<file path="config.mk">
export PLATFORM = sky130hd
export DESIGN_NAME = spi_pixel_rx
export DESIGN_NICKNAME = d
export VERILOG_FILES = /design/src/rtl/display_pkg.sv /design/src/rtl/spi_sync.sv /design/src/rtl/spi_pixel_rx.sv
export SDC_FILE = /design/constraint.sdc
export NUM_CORES = 1
export LEC_CHECK = 0
export ABC_AREA = 1
export CORE_ASPECT_RATIO = 0.9
export CORE_MARGIN = 8
export CORE_UTILIZATION = 45
export DETAILED_ROUTE_END_ITERATION = 10
export GPL_TIMING_DRIVEN = 0
export MAX_ROUTING_LAYER = met4
export SETUP_SLACK_MARGIN = 0.05
export SKIP_LAST_GASP = 1
export SLEW_MARGIN = 20
export SYNTH_ARGS = -nofsm -noshare
export SYNTH_HDL_FRONTEND = slang
export SYNTH_SLANG_ARGS = --single-unit
export TNS_END_PERCENT = 100
</file>
<file path="constraint.sdc">
create_clock -name clk_in -period 1.73 [get_ports clk_in]
set_input_delay 0.4325 -clock clk_in [delete_from_list [all_inputs] [get_ports clk_in]]
set_output_delay 0.4325 -clock clk_in [all_outputs]
set_load 0.01 [all_outputs]
</file>
<file path="src/rtl/display_pkg.sv">
// Shared definitions for the LED-matrix display path: coordinate width,
// colour type, SPI command word layout and fill engine states.
package display_pkg;

    localparam int COORD_W    = 6;
    localparam int WORD_W     = 16;
    localparam int BIT_CNT_W  = 4;
    // One extra bit marks "sweep finished" after the last pixel index.
    localparam int FILL_CNT_W = 2 * COORD_W + 1;

    typedef logic [2:0] color_t;

    // Opcode lives in the MSB of every command word.
    localparam logic CMD_PIXEL = 1'b0;
    localparam logic CMD_FILL  = 1'b1;

    // Command word field positions.
    localparam int OP_BIT         = 15;
    localparam int PIX_COLOR_MSB  = 14;
    localparam int PIX_COLOR_LSB  = 12;
    localparam int PIX_X_MSB      = 11;
    localparam int PIX_X_LSB      = 6;
    localparam int PIX_Y_MSB      = 5;
    localparam int PIX_Y_LSB      = 0;
    localparam int FILL_COLOR_MSB = 2;
    localparam int FILL_COLOR_LSB = 0;

    typedef enum logic {
        IDLE    = 1'b0,
        FILLING = 1'b1
    } fill_state_t;

endpackage

</file>
<file path="src/rtl/spi_sync.sv">
// Synchronizer chain for one asynchronous bit plus registered rise/fall
// detect. The chain itself is not reset so that a level already high at
// reset release never looks like a fresh edge.
module spi_sync #(
    parameter int STAGES = 2
) (
    input  logic clk_in,
    input  logic reset,
    input  logic async_i,
    output logic sync_o,
    output logic rise_o,
    output logic fall_o
);

    logic [STAGES-1:0] chain_q, chain_d;
    logic              hist_q, hist_d;
    logic              rise_q, rise_d;
    logic              fall_q, fall_d;

    // Next-state: shift the chain, remember the last synchronized level, flag edges.
    always_comb begin
        chain_d = {chain_q[STAGES-2:0], async_i};
        hist_d  = chain_q[STAGES-1];
        rise_d  = chain_q[STAGES-1] & ~hist_q;
        fall_d  = ~chain_q[STAGES-1] & hist_q;
    end

    // Synchronizer and history flops run freely.
    always_ff @(posedge clk_in) begin
        chain_q <= chain_d;
        hist_q  <= hist_d;
    end

    // Edge flags are cleared by reset so nothing fires during abort.
    always_ff @(posedge clk_in) begin
        if (reset) begin
            rise_q <= 1'b0;
            fall_q <= 1'b0;
        end else begin
            rise_q <= rise_d;
            fall_q <= fall_d;
        end
    end

    assign sync_o = chain_q[STAGES-1];
    assign rise_o = rise_q;
    assign fall_o = fall_q;

endmodule

</file>
<file path="src/rtl/spi_pixel_rx.sv">
// SPI (mode 0, MSB first) command receiver driving the display's
// single-pixel write port, with a one-entry pending pixel and a
// full-screen fill engine that takes priority over pixel writes.
module spi_pixel_rx
    import display_pkg::*;
#(
    parameter int SYNC_STAGES = 2
) (
    input  logic               clk_in,
    input  logic               reset,
    input  logic               sclk,
    input  logic               sdi,
    input  logic               ce,
    output logic               sdo,
    output logic               write_en,
    output logic [COORD_W-1:0] write_x,
    output logic [COORD_W-1:0] write_y,
    output color_t             write_color,
    output logic               fill_busy,
    output logic               overflow
);

    // ---------------- input synchronization ----------------
    logic sclk_sync, sclk_rise, sclk_fall;
    logic ce_sync, ce_rise, ce_fall;
    logic unused_edges;

    spi_sync #(.STAGES(SYNC_STAGES)) u_sclk_sync (
        .clk_in (clk_in),
        .reset  (reset),
        .async_i(sclk),
        .sync_o (sclk_sync),
        .rise_o (sclk_rise),
        .fall_o (sclk_fall)
    );

    spi_sync #(.STAGES(SYNC_STAGES)) u_ce_sync (
        .clk_in (clk_in),
        .reset  (reset),
        .async_i(ce),
        .sync_o (ce_sync),
        .rise_o (ce_rise),
        .fall_o (ce_fall)
    );

    assign unused_edges = sclk_sync ^ sclk_fall ^ ce_fall;

    logic [SYNC_STAGES-1:0] sdi_sync_q, sdi_sync_d;
    logic                   sdi_bit;

    // Data line only needs the plain synchronizer chain.
    always_comb begin
        sdi_sync_d = {sdi_sync_q[SYNC_STAGES-2:0], sdi};
    end

    // Free-running data synchronizer.
    always_ff @(posedge clk_in) begin
        sdi_sync_q <= sdi_sync_d;
    end

    assign sdi_bit = sdi_sync_q[SYNC_STAGES-1];

    // ---------------- word assembly ----------------
    // armed is set only by a ce rise, so after reset a new frame is needed.
    logic                 armed_q, armed_d;
    logic [BIT_CNT_W-1:0] bit_cnt_q, bit_cnt_d;
    logic [WORD_W-1:0]    shift_q, shift_d;
    logic                 word_valid_q, word_valid_d;
    logic [WORD_W-1:0]    word_q, word_d;

    // Shift in one bit per sclk rise inside an armed frame; drop partials on ce low/rise.
    always_comb begin
        armed_d      = armed_q;
        bit_cnt_d    = bit_cnt_q;
        shift_d      = shift_q;
        word_valid_d = 1'b0;
        word_d       = word_q;
        if (!ce_sync) begin
            armed_d   = 1'b0;
            bit_cnt_d = '0;
            shift_d   = '0;
        end else if (ce_rise) begin
            armed_d   = 1'b1;
            bit_cnt_d = '0;
            shift_d   = '0;
        end else if (armed_q && sclk_rise) begin
            shift_d = {shift_q[WORD_W-2:0], sdi_bit};
            if (bit_cnt_q == BIT_CNT_W'(WORD_W - 1)) begin
                word_valid_d = 1'b1;
                word_d       = shift_d;
                bit_cnt_d    = '0;
            end else begin
                bit_cnt_d = bit_cnt_q + BIT_CNT_W'(1);
            end
        end
    end

    // Receiver registers.
    always_ff @(posedge clk_in) begin
        if (reset) begin
            armed_q      <= 1'b0;
            bit_cnt_q    <= '0;
            shift_q      <= '0;
            word_valid_q <= 1'b0;
            word_q       <= '0;
        end else begin
            armed_q      <= armed_d;
            bit_cnt_q    <= bit_cnt_d;
            shift_q      <= shift_d;
            word_valid_q <= word_valid_d;
            word_q       <= word_d;
        end
    end

    // ---------------- decode, fill engine, arbitration ----------------
    logic               new_pix, new_fill;
    logic [COORD_W-1:0] pix_x, pix_y;
    color_t             pix_color, cmd_fill_color;

    assign new_pix        = word_valid_q && (word_q[OP_BIT] == CMD_PIXEL);
    assign new_fill       = word_valid_q && (word_q[OP_BIT] == CMD_FILL);
    assign pix_x          = word_q[PIX_X_MSB:PIX_X_LSB];
    assign pix_y          = word_q[PIX_Y_MSB:PIX_Y_LSB];
    assign pix_color      = word_q[PIX_COLOR_MSB:PIX_COLOR_LSB];
    assign cmd_fill_color = word_q[FILL_COLOR_MSB:FILL_COLOR_LSB];

    fill_state_t           state_q, state_d;
    logic [FILL_CNT_W-1:0] idx_q, idx_d;        // index of the next fill write
    color_t                fill_color_q, fill_color_d;
    logic                  pend_valid_q, pend_valid_d;
    logic [COORD_W-1:0]    pend_x_q, pend_x_d;
    logic [COORD_W-1:0]    pend_y_q, pend_y_d;
    color_t                pend_color_q, pend_color_d;
    logic                  overflow_q, overflow_d;
    logic                  write_en_q, write_en_d;
    logic [COORD_W-1:0]    write_x_q, write_x_d;
    logic [COORD_W-1:0]    write_y_q, write_y_d;
    color_t                write_color_q, write_color_d;
    logic                  sdo_q, sdo_d;

    // Fill FSM next state and write arbitration: fill > pending > new pixel.
    always_comb begin
        state_d       = state_q;
        idx_d         = idx_q;
        fill_color_d  = fill_color_q;
        pend_valid_d  = pend_valid_q;
        pend_x_d      = pend_x_q;
        pend_y_d      = pend_y_q;
        pend_color_d  = pend_color_q;
        overflow_d    = overflow_q;
        write_en_d    = 1'b0;
        write_x_d     = write_x_q;
        write_y_d     = write_y_q;
        write_color_d = write_color_q;
        sdo_d         = (state_q == FILLING);

        if (new_fill) begin
            // Start or restart the sweep; pixel (0,0) is written right away.
            state_d       = FILLING;
            fill_color_d  = cmd_fill_color;
            idx_d         = FILL_CNT_W'(1);
            write_en_d    = 1'b1;
            write_x_d     = '0;
            write_y_d     = '0;
            write_color_d = cmd_fill_color;
        end else if ((state_q == FILLING) && !idx_q[FILL_CNT_W-1]) begin
            write_en_d    = 1'b1;
            write_x_d     = idx_q[COORD_W-1:0];
            write_y_d     = idx_q[2*COORD_W-1:COORD_W];
            write_color_d = fill_color_q;
            idx_d         = idx_q + FILL_CNT_W'(1);
            if (new_pix) begin
                if (pend_valid_q) begin
                    overflow_d = 1'b1;
                end else begin
                    pend_valid_d = 1'b1;
                    pend_x_d     = pix_x;
                    pend_y_d     = pix_y;
                    pend_color_d = pix_color;
                end
            end
        end else begin
            // Idle, or the sweep just finished: pending pixel goes first.
            state_d = IDLE;
            idx_d   = '0;
            if (pend_valid_q) begin
                write_en_d    = 1'b1;
                write_x_d     = pend_x_q;
                write_y_d     = pend_y_q;
                write_color_d = pend_color_q;
                if (new_pix) begin
                    pend_x_d     = pix_x;
                    pend_y_d     = pix_y;
                    pend_color_d = pix_color;
                end else begin
                    pend_valid_d = 1'b0;
                end
            end else if (new_pix) begin
                write_en_d    = 1'b1;
                write_x_d     = pix_x;
                write_y_d     = pix_y;
                write_color_d = pix_color;
            end
        end
    end

    // Fill engine, pending entry and output registers.
    always_ff @(posedge clk_in) begin
        if (reset) begin
            state_q       <= IDLE;
            idx_q         <= '0;
            fill_color_q  <= '0;
            pend_valid_q  <= 1'b0;
            pend_x_q      <= '0;
            pend_y_q      <= '0;
            pend_color_q  <= '0;
            overflow_q    <= 1'b0;
            write_en_q    <= 1'b0;
            write_x_q     <= '0;
            write_y_q     <= '0;
            write_color_q <= '0;
            sdo_q         <= 1'b0;
        end else begin
            state_q       <= state_d;
            idx_q         <= idx_d;
            fill_color_q  <= fill_color_d;
            pend_valid_q  <= pend_valid_d;
            pend_x_q      <= pend_x_d;
            pend_y_q      <= pend_y_d;
            pend_color_q  <= pend_color_d;
            overflow_q    <= overflow_d;
            write_en_q    <= write_en_d;
            write_x_q     <= write_x_d;
            write_y_q     <= write_y_d;
            write_color_q <= write_color_d;
            sdo_q         <= sdo_d;
        end
    end

    assign fill_busy   = (state_q == FILLING);
    assign sdo         = sdo_q;
    assign overflow    = overflow_q;
    assign write_en    = write_en_q;
    assign write_x     = write_x_q;
    assign write_y     = write_y_q;
    assign write_color = write_color_q;

endmodule

</file>
* Yosys cells after proc, flatten, opt, wreduce, memory -nomap -nowiden
Cells that the tools add are included.
Operators by class: add/subtract/negate cells 2, equal/unequal tests 5, muxes and demuxes 35, bitwise operators 10, reductions and logical operators 17
Operators by type and width (count):
- $mux W6 | 14
- $mux W3 | 8
- $add A13 B1 Y13 const B | 1
- $mux W1 | 12
- $ne A2 B2 Y1 const B | 4
- $not A1 Y1 | 8
- $reduce_and A4 Y1 | 2
- $reduce_or A3 Y1 | 2
- $reduce_and A5 Y1 | 1
- $add A4 B1 Y4 const B | 1
- $eq A4 B4 Y1 const B | 1
- $logic_and A1 B1 Y1 | 4
- $mux W4 | 1
- $reduce_bool A4 Y1 | 1
- $reduce_or A2 Y1 | 2
- $reduce_or A4 Y1 | 1
- $reduce_bool A3 Y1 | 1
- $and A1 B1 Y1 | 2
- $reduce_and A2 Y1 | 1
- $reduce_bool A2 Y1 | 1
- $logic_not A1 Y1 | 1
Storage, ports and cells: register bits 98, bits of input ports 5, output and inout port bits 19, logic and storage cells 95

* Logic depth before layout (Yosys ltp)
Gate-level depths: netlist of run 1.
depth in word-level cells 6, gate-level depth with buffers 8, gate-level depth less buffers 7

* Modules after synthesis
Synthesis of run 1 repeated with hierarchy kept, for this count alone.
Unflattened totals: cell total of the unflattened synthesis 580, area, all modules 4095.2 um^2
By module, submodules not included:
- spi_pixel_rx | times used 1, cells each 558, area each 3849.9 um^2, sequential area each 1801.7 um^2
- spi_sync | times used 2, cells each 11, area each 122.6 um^2, sequential area each 100.1 um^2

* Worst setup path after synthesis of run 1
No wires, ideal clock.
path type register to register, start point reg bit_cnt_q[0], end point reg word_q[10], library setup time 116 ps, arrival 1123 ps, data required time 1614 ps, slack 491 ps, cell stages (with the launch flop) 8, path buffers 1, period minus slack after synthesis 1239 ps, cells stage by stage dfxtp_1 > ha_1 > inv_1 > nor2_4 > nand3_4 > buf_2 > o21ai_0 > nor2_1
Between the ends: cells in the longest elaborated chain, start to end 2
Ends and longest elaborated chain:
- start, declared | RTL line spi_pixel_rx.sv:66 | logic [BIT_CNT_W-1:0] bit_cnt_q, bit_cnt_d;
- start signal, assigned | RTL line spi_pixel_rx.sv:108 | bit_cnt_q <= bit_cnt_d;
- $eq A4 B4 Y1 | RTL line spi_pixel_rx.sv:88 | if (bit_cnt_q == BIT_CNT_W'(WORD_W - 1)) begin
- $reduce_and A4 Y1 (no line)
- end signal, assigned | RTL line spi_pixel_rx.sv:111 | word_q <= word_d;
- end, declared | RTL line spi_pixel_rx.sv:69 | logic [WORD_W-1:0] word_q, word_d;
No other way between the ends. A chain may end at the register's enable or synchronous reset.

* Worst setup path after layout of run 1
start point reg sdo_q (netlist: sdo), end point out sdo
RTL lines:
- start, declared | RTL line spi_pixel_rx.sv:139 | logic sdo_q, sdo_d;
- start signal, assigned | RTL line spi_pixel_rx.sv:236 | sdo_q <= sdo_d;
- end, declared | RTL line spi_pixel_rx.sv:14 | output logic sdo,
No word-level cell between the ends.

==> results.json, run 1 <==
{
  "antenna_cells": 0,
  "die_w_um": 115,
  "grt-ovfl-total": 0,
  "power_density_mw_per_mm2": 900,
  "arrival_ns": 1.19,
  "clock_path_buffers": 2,
  "initial_utilization_pct": 46.3,
  "layout_common_cells": "nand2_1 (138), nor2_1 (101), dfxtp_1 (97)",
  "dr.pass1.iters": 7,
  "yosys.area.top_type": "dfxtp_1",
  "synth_top_area_share_pct": 49.5,
  "path_buf_inv": 1,
  "wl_mm": 9.01,
  "ys_seq_area_share_pct": 49.5,
  "cts_buffers": 9,
  "tns_ns": 0,
  "rsz0062_at_grt": "false",
  "dr_total_vias": 3347,
  "p_comb_share_pct": 1.9,
  "seqPwrFrac_pct": 55.2,
  "syn_inst": 546,
  "synth_ff_type": "dfxtp_1",
  "cts_tree": "done",
  "die_height_um": 105,
  "ant_nets": 0,
  "vias_per_cell": 4.77,
  "cp-start-kind": "register",
  "synth_cell_type_count": 33,
  "worstSetupEndpointType": "output pin",
  "cts_hold_buf": 0,
  "synth.area.top_cells": "dfxtp_1 (49%), nand2_1 (13%), nor2_1 (9.6%), a21oi_1 (4.7%), o21ai_0 (4.5%)",
  "fillCellCount": 880,
  "first_iter_violations": 169,
  "route.detailed.drc": 0,
  "detail_route.wl_per_cell_um": 12.8,
  "clock_power_share_pct": 43.0,
  "critPathRequiredTime_ns": 1.30,
  "syn_area_mm2": 0.00397,
  "syn_nets": 553,
  "grt_pass1_wl_mm": 15.7,
  "htreeDepth": 3,
  "async_flop_share_pct": 0,
  "cp_slowest_stage_delay_ns": 0.52,
  "cts.sinks": 98,
  "yosysWarnings": 0,
  "timing.final.crit_period_ns": 1.62,
  "setup_violations": 0,
  "critPathSlowestCell": "clkdlybuf4s50_1",
  "cts_root_buffer": "clkbuf_8",
  "p_sw_share_pct": 20.1,
  "gp_congestion": 0.873,
  "layout_commonest_cell": "nand2_1",
  "dp_hpwl_mm": 6.50,
  "whs_ns": 0.314,
  "timing.final.crit_share_pct": 93.5,
  "synth_edf_count": 0,
  "slew_violations": 0,
  "crit_chain": "clkdlybuf4s50_1",
  "postCtsSetupBuffers": 0,
  "max_slew_margin_pct": 68.2,
  "die-area_mm2": 0.0121,
  "switchingPower_w": 0.000827,
  "layout-drive-gt1-share_pct": 10.5,
  "grtUsageTotal_pct": 16.6,
  "rows": 32,
  "register_area_mm2": 0.00196,
  "min_path_type": "in2reg",
  "finalHoldViolCount": 0,
  "port_buffers": 22,
  "nets": 586,
  "antenna_found_initial": 0,
  "multi_input_area_mm2": 0.00166,
  "fp.coreArea_mm2": 0.00857,
  "status": "complete, no violations",
  "vdd_drop_max_v": 0.000448,
  "num_io_pins": 24,
  "area_growth_pct": 15.4,
  "p_int_w": 0.00329,
  "maxCapViolations": 0,
  "clkTransAtPathRegs_ns": 0.10,
  "syn_area_per_cell_um2": 7.26,
  "critPathTopFamily": "buffers and inverters",
  "ys_seq_elements": 98,
  "p_leak_nw": 2.03,
  "clock.fmax_mhz": 618,
  "worstPathMaxFanout": 1,
  "fin_skew_ns": 0.00967,
  "critPathKind": "reg2out",
  "clock_latency_ns": 0.36,
  "grt_pass1_vias": 3212,
  "grt_max_degree": 16,
  "tightestPinTransition_ns": 0.477
}
## timing repair
action                     CTS  global route
gates resized for setup     13             6
setup endpoints to repair   12             6
pin swaps                    0             0
## cells in the mapped netlist, drive strengths merged, types with 2 or more instances
cell	number
clkbuf	3
or2	7
dfxtp	98
inv	50
a21oi	37
o22ai	3
nand3	31
clkinv	3
ha	2
buf	19
o21ai	38
nand2	142
nor2	106
## flip-flops by register name, indices dropped and copies added, names as in the netlist, 2 cells and up
name	flops
sdi_sync_q	2
u_sclk_sync.chain_q	2
pend_y_q	6
pend_color_q	3
u_ce_sync.chain_q	2
write_color	3
fill_color_q	3
shift_q	15
idx_q	13
write_y	6
write_x	6
pend_x_q	6
word_q	16
bit_cnt_q	4
## per-layer routing
metal	wire length [um]	vias to the layer above	share of wire (%)	track usage (%)
li1	-	1775	-	-
met1	4910	1522	54	22.7
met2	3760	45	42	24.0
met3	274	5	3.0	4.03
met4	65	0	0.72	3.66
met5	0	-	0	-
## layout make-up
| class | count | share of cell area [%] |
|---|---|---|
| clock inverter | 4 | 2.16 |
| sequential | 98 | 42.9 |
| tap | 119 | 3.25 |
| buffer | 22 | 3.03 |
| inverter | 53 | 4.40 |
| timing repair buffer | 22 | 4.81 |
| multi-input combinational | 373 | 36.4 |
| clock buffer | 11 | 3.09 |
## cell families after synthesis
kind of cell | Yosys count | synth area share (%)
compound gates | 81 | 10.5
xor+xnor | 2 | 0.442
fa+ha+maj | 2 | 0.631
buf+inv | 75 | 8.58
flops | 98 | 49.5
simple gates | 288 | 30.4
## power groups by stage
stage / Combinational, W / Sequential, W / Clock [W]
4_1_cts: 0.0000777 / 0.00227 / 0.00182
3_3_place_gp: 0.0000771 / 0.00232 / 0
5_1_grt: 0.0000870 / 0.00227 / 0.00190
3_5_place_dp: 0.0000769 / 0.00232 / 0
6_report: 0.0000766 / 0.00227 / 0.00177
2_1_floorplan: 0.0000500 / 0.00232 / 0
## stage by stage
stage	total power, W	instance area [um2]	std cells	worst slack (ns)	utilization, %
detailed placement	0.00240	4340	687	0.310	50.6
floorplan	0.00237	3970	546	0.491	-
global placement	0.00240	4340	687	0.307	50.6
CTS	0.00417	4560	702	0.0508	53.2
global route	0.00426	4580	702	0.0647	53.4
finish	0.00412	4580	702	0.112	53.4
## final timing paths
| path | startpoint | to | slack, ns | cells after the start |
|---|---|---|---|---|
| max reg2reg | idx_q[1]$_SDFF_PP0_ | idx_q[10]$_SDFF_PP0_ | 0.31 | 6 |
| min reg2reg | sdi_sync_q[0]$_DFF_P_ | sdi_sync_q[1]$_DFF_P_ | 0.34 | 0 |
| max | sdo$_SDFF_PP0_ | sdo | 0.11 | 1 |
| min | reset | overflow$_SDFFE_PP0P_ | 0.31 | 2 |
No activity file was read; power rests on OpenSTA's default activity.
==> run 2: changes to the inputs <==
--- a/constraint.sdc
+++ b/constraint.sdc
@@ -3,2 +3,2 @@
 set_output_delay 0.4325 -clock clk_in [all_outputs]
-set_load 0.01 [all_outputs]
+set_load 0.02 [all_outputs]
==> run 2 against run 1 <==
  * Worst hold slack worse by 0.0033 ns
  * Final cell count stayed put
  * Core utilization is 0.29 points lower
  * Clock power hardly changed
  * Clock skew hardly changed
  * Sequential power hardly changed
  * Non-clock buffer count stayed put
  * Maximum frequency is 2.9% higher
  * Via count is 0.36% higher
  * Critical endpoint is now fill_busy
==> results.json, run 2 (synthesis results as in run 1) <==
{
  "status": "complete, no violations",
  "cts_root_buffer": "clkbuf_8",
  "grt-ovfl-total": 0,
  "min_path_type": "in2reg",
  "cts.sinks": 98,
  "rows": 32,
  "nets": 586,
  "dr.pass1.iters": 7,
  "crit_chain": "dlygate4sd2_1",
  "arrival_ns": 1.14,
  "critPathSlowestCell": "dfxtp_1",
  "seqPwrFrac_pct": 55.2,
  "p_comb_share_pct": 1.9,
  "layout_common_cells": "nand2_1 (138), nor2_1 (101), dfxtp_1 (98)",
  "ant_nets": 0,
  "grt_max_degree": 16,
  "grtUsageTotal_pct": 16.6,
  "timing.final.crit_share_pct": 90.9,
  "gp_congestion": 0.873,
  "fp.coreArea_mm2": 0.00857,
  "cts_tree": "done",
  "antenna_cells": 0,
  "fillCellCount": 883,
  "power_density_mw_per_mm2": 904,
  "multi_input_area_mm2": 0.00166,
  "area_growth_pct": 14.8,
  "max_slew_margin_pct": 68.1,
  "reg_top3": "word_q (16), shift_q (15), idx_q (13)",
  "slew_violations": 0,
  "p_leak_nw": 1.95,
  "critPathTopFamily": "flip-flops",
  "dr_total_vias": 3359,
  "tns_ns": 0,
  "dp_hpwl_mm": 6.50,
  "vias_per_cell": 4.78,
  "p_sw_share_pct": 20.1,
  "worstSetupEndpointType": "output pin",
  "path_buf_inv": 1,
  "die_height_um": 105,
  "largest_reg_flops": 16,
  "place_area_mm2": 0.00434,
  "initial_utilization_pct": 46.3,
  "rsz0062_at_grt": "false",
  "wl_mm": 9.02,
  "critPathKind": "reg2out",
  "grt_pass1_wl_mm": 15.7,
  "port_buffers": 22,
  "clock_power_share_pct": 43.0,
  "htreeDepth": 3,
  "die_w_um": 115,
  "grt_pass1_vias": 3215,
  "timing.final.crit_period_ns": 1.57,
  "fin_skew_ns": 0.00986,
  "tightestPinTransition_ns": 0.479,
  "register_area_mm2": 0.00196,
  "cp-start-kind": "register",
  "layout-drive-gt1-share_pct": 10.3,
  "detail_route.wl_per_cell_um": 12.8,
  "postCtsSetupBuffers": 0,
  "first_iter_violations": 196,
  "worstPathMaxFanout": 4,
  "clkTransAtPathRegs_ns": 0.10,
  "cp_slowest_stage_delay_ns": 0.43,
  "route.detailed.drc": 0,
  "top_register": "word_q",
  "layout_commonest_cell": "nand2_1",
  "vdd_drop_max_v": 0.000451,
  "clock_latency_ns": 0.36,
  "die-area_mm2": 0.0121,
  "finalHoldViolCount": 0,
  "clock.fmax_mhz": 636,
  "maxCapViolations": 0,
  "p_int_w": 0.00329,
  "final_cell_area_mm2": 0.00455,
  "cts_buffers": 9,
  "switchingPower_w": 0.000826,
  "clock_path_buffers": 2,
  "num_io_pins": 24,
  "critPathRequiredTime_ns": 1.30,
  "antenna_found_initial": 0,
  "setup_violations": 0
}
[run 2: metrics by stage]
step                util, %  worst slack, ns  power, W  cells  hold slack [ns]
global placement       50.6            0.240   0.00240    687            0.310
finish                 53.1            0.157   0.00412    702            0.311
global route           53.1           0.0748   0.00427    702            0.296
floorplan                 -            0.486   0.00237    546            0.310
CTS                    53.1            0.129   0.00417    702            0.302
detailed placement     50.6            0.242   0.00240    687            0.317
[run 2: layout make-up]
cell class                 count  share of cell area [%]
inverter                      53                    4.43
timing repair buffer          22                    4.32
buffer                        22                    3.05
sequential                    98                    43.1
multi-input combinational    373                    36.6
clock buffer                  11                    3.11
tap                          119                    3.27
clock inverter                 4                    2.17
[run 2: final timing paths]
path	from	depth (start not counted)	to	slack, ns
worst max register to register	idx_q[1]$_SDFF_PP0_	6	idx_q[10]$_SDFF_PP0_	0.31
worst min-delay path	reset	2	overflow$_SDFFE_PP0P_	0.31
worst max-delay path	fill_busy$_SDFFE_PP0P_	1	fill_busy	0.16
worst min register to register	sdi_sync_q[0]$_DFF_P_	0	sdi_sync_q[1]$_DFF_P_	0.33
[run 2: power by group through the flow]
stage               combinational [W]  sequential [W]  clock (W)
floorplan                   0.0000500         0.00232          0
global placement            0.0000771         0.00232          0
detailed placement          0.0000769         0.00232          0
CTS                         0.0000777         0.00227    0.00182
global route                0.0000870         0.00227    0.00191
finish                      0.0000768         0.00227    0.00177
[run 2: repair_timing]
action / 4_1_cts / 5_1_grt
setup endpoints to repair: 19 / 0
gates resized for setup: 19 / 0
endpoints found under the hold margin: 0 / 0
hold buffers: 0 / 0
[run 2: metal layers]
| layer | GRT usage [%] | part of all wire [%] |
|---|---|---|
| met1 | 22.7 | 53 |
| met2 | 24.0 | 42 |
| met3 | 4.09 | 3.9 |
| met4 | 3.66 | 0.71 |
| met5 | - | 0 |
==> run 3: changes to the inputs <==
Settings changed: ABC_AREA 1 to 0.
Clock period 1.73 ns to 1.5 ns, I/O delays scaled along.
==> run 3 against run 2 <==
  * The flow now finishes with violations (negative setup slack)
  * Synthesized area down 2.9%
  * Power up 12%
  * Critical path depth up 6
  * Clock power up 7%
  * Global-route usage down 1.2 points
  * First-iteration DRC count down 23%
  * Worst setup slack worse by 0.23 ns
  * Synthesized cell count down 22%
  * Core utilization up 2.9 points
  * Sequential share of layout area down 1.5 points
  * Cell area up 4.1%
  * Via count down 12%
  * Critical path type is now reg2reg
  * Largest cell class unchanged
==> results.json, run 3 <==
{
  "clock_power_share_pct": 41.3,
  "synth_xor_area_share_pct": 2.96,
  "vias_per_cell": 4.97,
  "min_path_type": "reg2reg",
  "maxCapViolations": 0,
  "timing.final.crit_period_ns": 1.57,
  "place_ws_ns": -0.148,
  "worstSetupEndpointType": "register",
  "initial_utilization_pct": 45.6,
  "syn_area_per_cell_um2": 9.04,
  "cts_buffers": 9,
  "path_buf_inv": 2,
  "yosysMostFrequentCell": "dfxtp_1",
  "seqPwrFrac_pct": 56.8,
  "grt_max_degree": 19,
  "ys_seq_elements": 98,
  "layout-drive-gt1-share_pct": 20.7,
  "crit_start": "bit_cnt_q[1]$_SDFFE_PP0P_",
  "die-area_mm2": 0.0118,
  "fp.coreArea_mm2": 0.00845,
  "fin_skew_ns": 0.00901,
  "grt_pass1_vias": 2841,
  "synth-compound-area-share_pct": 11.4,
  "layout_commonest_cell": "dfxtp_1",
  "wl_mm": 8.37,
  "first_iter_violations": 151,
  "fillCellCount": 765,
  "finalHoldViolCount": 0,
  "violations": "negative setup slack",
  "dp_hpwl_mm": 5.90,
  "power_density_mw_per_mm2": 974,
  "critPathSlowestCell": "or4_4",
  "yosys.area.top_type": "dfxtp_1",
  "detail_route.wl_per_cell_um": 14.0,
  "syn_nets": 433,
  "arrival_ns": 1.80,
  "synthMuxAreaShare_pct": 7.79,
  "cts.sinks": 98,
  "layout_common_cells": "dfxtp_1 (94), nand2_1 (67), a21oi_1 (42)",
  "syn_area_mm2": 0.00385,
  "clkTransAtPathRegs_ns": 0.09,
  "largest_reg_flops": 16,
  "critPathTopFamily": "simple AND/OR/NAND/NOR gates",
  "synthAdderAreaFrac_pct": 0.650,
  "rows": 32,
  "htreeDepth": 3,
  "place_area_mm2": 0.00425,
  "synth.area.top_cells": "dfxtp_1 (51%), nand2_1 (8.2%), mux2i_1 (7.8%), a21oi_1 (6.5%), nand2b_1 (5.2%)",
  "top_register": "word_q",
  "crit_chain": "ha_4 > nand2_4 > or4_4 > buf_6 > buf_8 > nand2_2 > a21oi_1",
  "rsz0062_at_grt": "true",
  "status": "finished, violations left",
  "cts_root_buffer": "clkbuf_8",
  "ys_seq_area_share_pct": 50.9,
  "num_io_pins": 24,
  "tightestPinTransition_ns": 0.611,
  "hold_path.startpoint": "u_ce_sync.chain_q[0]$_DFF_P_",
  "synth_top_family_by_area": "simple AND/OR/NAND/NOR gates",
  "grt_pass1_wl_mm": 14.2,
  "p_comb_share_pct": 2.0,
  "dp.cells": 567,
  "vdd_drop_max_v": 0.000594,
  "final_cell_area_mm2": 0.00474,
  "synth_cell_type_count": 39,
  "max_slew_margin_pct": 59.3,
  "clock_path_buffers": 2,
  "yosys.area_share.simple_pct": 22.5,
  "area_growth_pct": 23.0,
  "finalNonFillerCells": 597,
  "syn_inst": 426,
  "multi_input_area_mm2": 0.00188,
  "timing.final.crit_share_pct": 105,
  "synth_top_area_share_pct": 50.9,
  "antenna_cells": 0,
  "dr_total_vias": 2970,
  "die_w_um": 114,
  "cts_hold_buf": 0,
  "p_sw_share_pct": 21.1,
  "yosysWarnings": 0,
  "cts_tree": "done",
  "synth_edf_count": 0,
  "slew_violations": 0,
  "antenna_found_initial": 0,
  "dr.pass1.iters": 4,
  "grtUsageTotal_pct": 15.4,
  "grt-ovfl-total": 0,
  "register_area_mm2": 0.00197,
  "p_int_w": 0.00364,
  "nets": 480,
  "port_buffers": 22,
  "clock.fmax_mhz": 636,
  "reg_top3": "word_q (16), shift_q (15), idx_q (13)",
  "switchingPower_w": 0.000973,
  "synth_common_cells": "dfxtp_1 (98), nand2_1 (84), a21oi_1 (50)",
  "cp_slowest_stage_delay_ns": 0.47,
  "p_leak_nw": 1.70,
  "fin_ws_ns": -0.0714,
  "setup_violations": 16,
  "synth_ff_type": "dfxtp_1",
  "reg2reg_from": "bit_cnt_q[1]$_SDFFE_PP0P_",
  "gp_congestion": 0.749,
  "async_flop_share_pct": 0,
  "critPathKind": "reg2reg",
  "cp-start-kind": "register",
  "clock_latency_ns": 0.36,
  "die_height_um": 104,
  "worstPathMaxFanout": 6,
  "route.detailed.drc": 0,
  "critPathRequiredTime_ns": 1.72,
  "ant_nets": 0
}
run 3: cell type report:
cell class / instances / share of cell area (%)
repair buffers: 38 / 7.13
plain buffers: 23 / 3.59
inverters: 2 / 0.158
multi-input cells: 301 / 39.6
clock inverters: 6 / 1.85
flip-flops and latches: 98 / 41.6
clock buffers: 10 / 2.91
well taps: 119 / 3.14
run 3: kinds of logic after synthesis:
family                     count (synthesis)
xor gates and xnor gates                  13
and+or+nand+nor                          184
muxes                                     30
adders and majority gates                  2
buffers and inverters                     27
AOI/OAI and AO/OA                         72
DFF                                       98
run 3: final timing paths:
check                                 endpoint  slack (ns)  cells after the start
setup / recovery        word_q[0]$_SDFFE_PP0P_       -0.07                      7
hold / removal    u_ce_sync.chain_q[1]$_DFF_P_        0.33                      0
setup reg to reg        word_q[0]$_SDFFE_PP0P_       -0.07                      7
hold reg to reg   u_ce_sync.chain_q[1]$_DFF_P_        0.33                      0
run 3: worst register-to-register path, cell delays in order (launching register included):
cell and delay (ns):
dfxtp_4 0.37, ha_4 0.15, nand2_4 0.05, or4_4 0.47, buf_6 0.15, buf_8 0.14, nand2_2 0.06, a21oi_1 0.06
run 3: power groups by stage:
stage	combinational (W)	clock, W	sequential (W)
6_report	0.0000916	0.00190	0.00262
5_1_grt	0.000101	0.00207	0.00262
4_1_cts	0.0000894	0.00195	0.00262
3_5_place_dp	0.0000830	0	0.00268
3_3_place_gp	0.0000826	0	0.00268
2_1_floorplan	0.0000556	0	0.00268
run 3: routing by layer:
layer	track usage [%]	share of wire, %	vias to the layer above
met5	-	0	-
met4	5.51	1.7	0
met3	3.60	3.7	13
met2	23.0	45	49
met1	19.9	50	1394
li1	-	-	1514
run 3: per-stage QoR:
step           setup TNS [ns]  total power, W  hold WS (ns)  utilization (%)
2_1_floorplan          -0.482         0.00274         0.310                -
3_3_place_gp            -2.67         0.00276         0.310             50.3
3_5_place_dp            -3.30         0.00277         0.312             50.3
4_1_cts                 -1.42         0.00466         0.336             55.0
5_1_grt                 -1.66         0.00479         0.349             56.1
6_report               -0.937         0.00461         0.334             56.1
run 3: timing repair:
item | 4_1_cts | 5_1_grt
cloned | 2 | 0
pin swaps | 4 | 4
setup endpoints to repair | 69 | 65
setup buffers | 13 | 1
resized for setup | 44 | 55
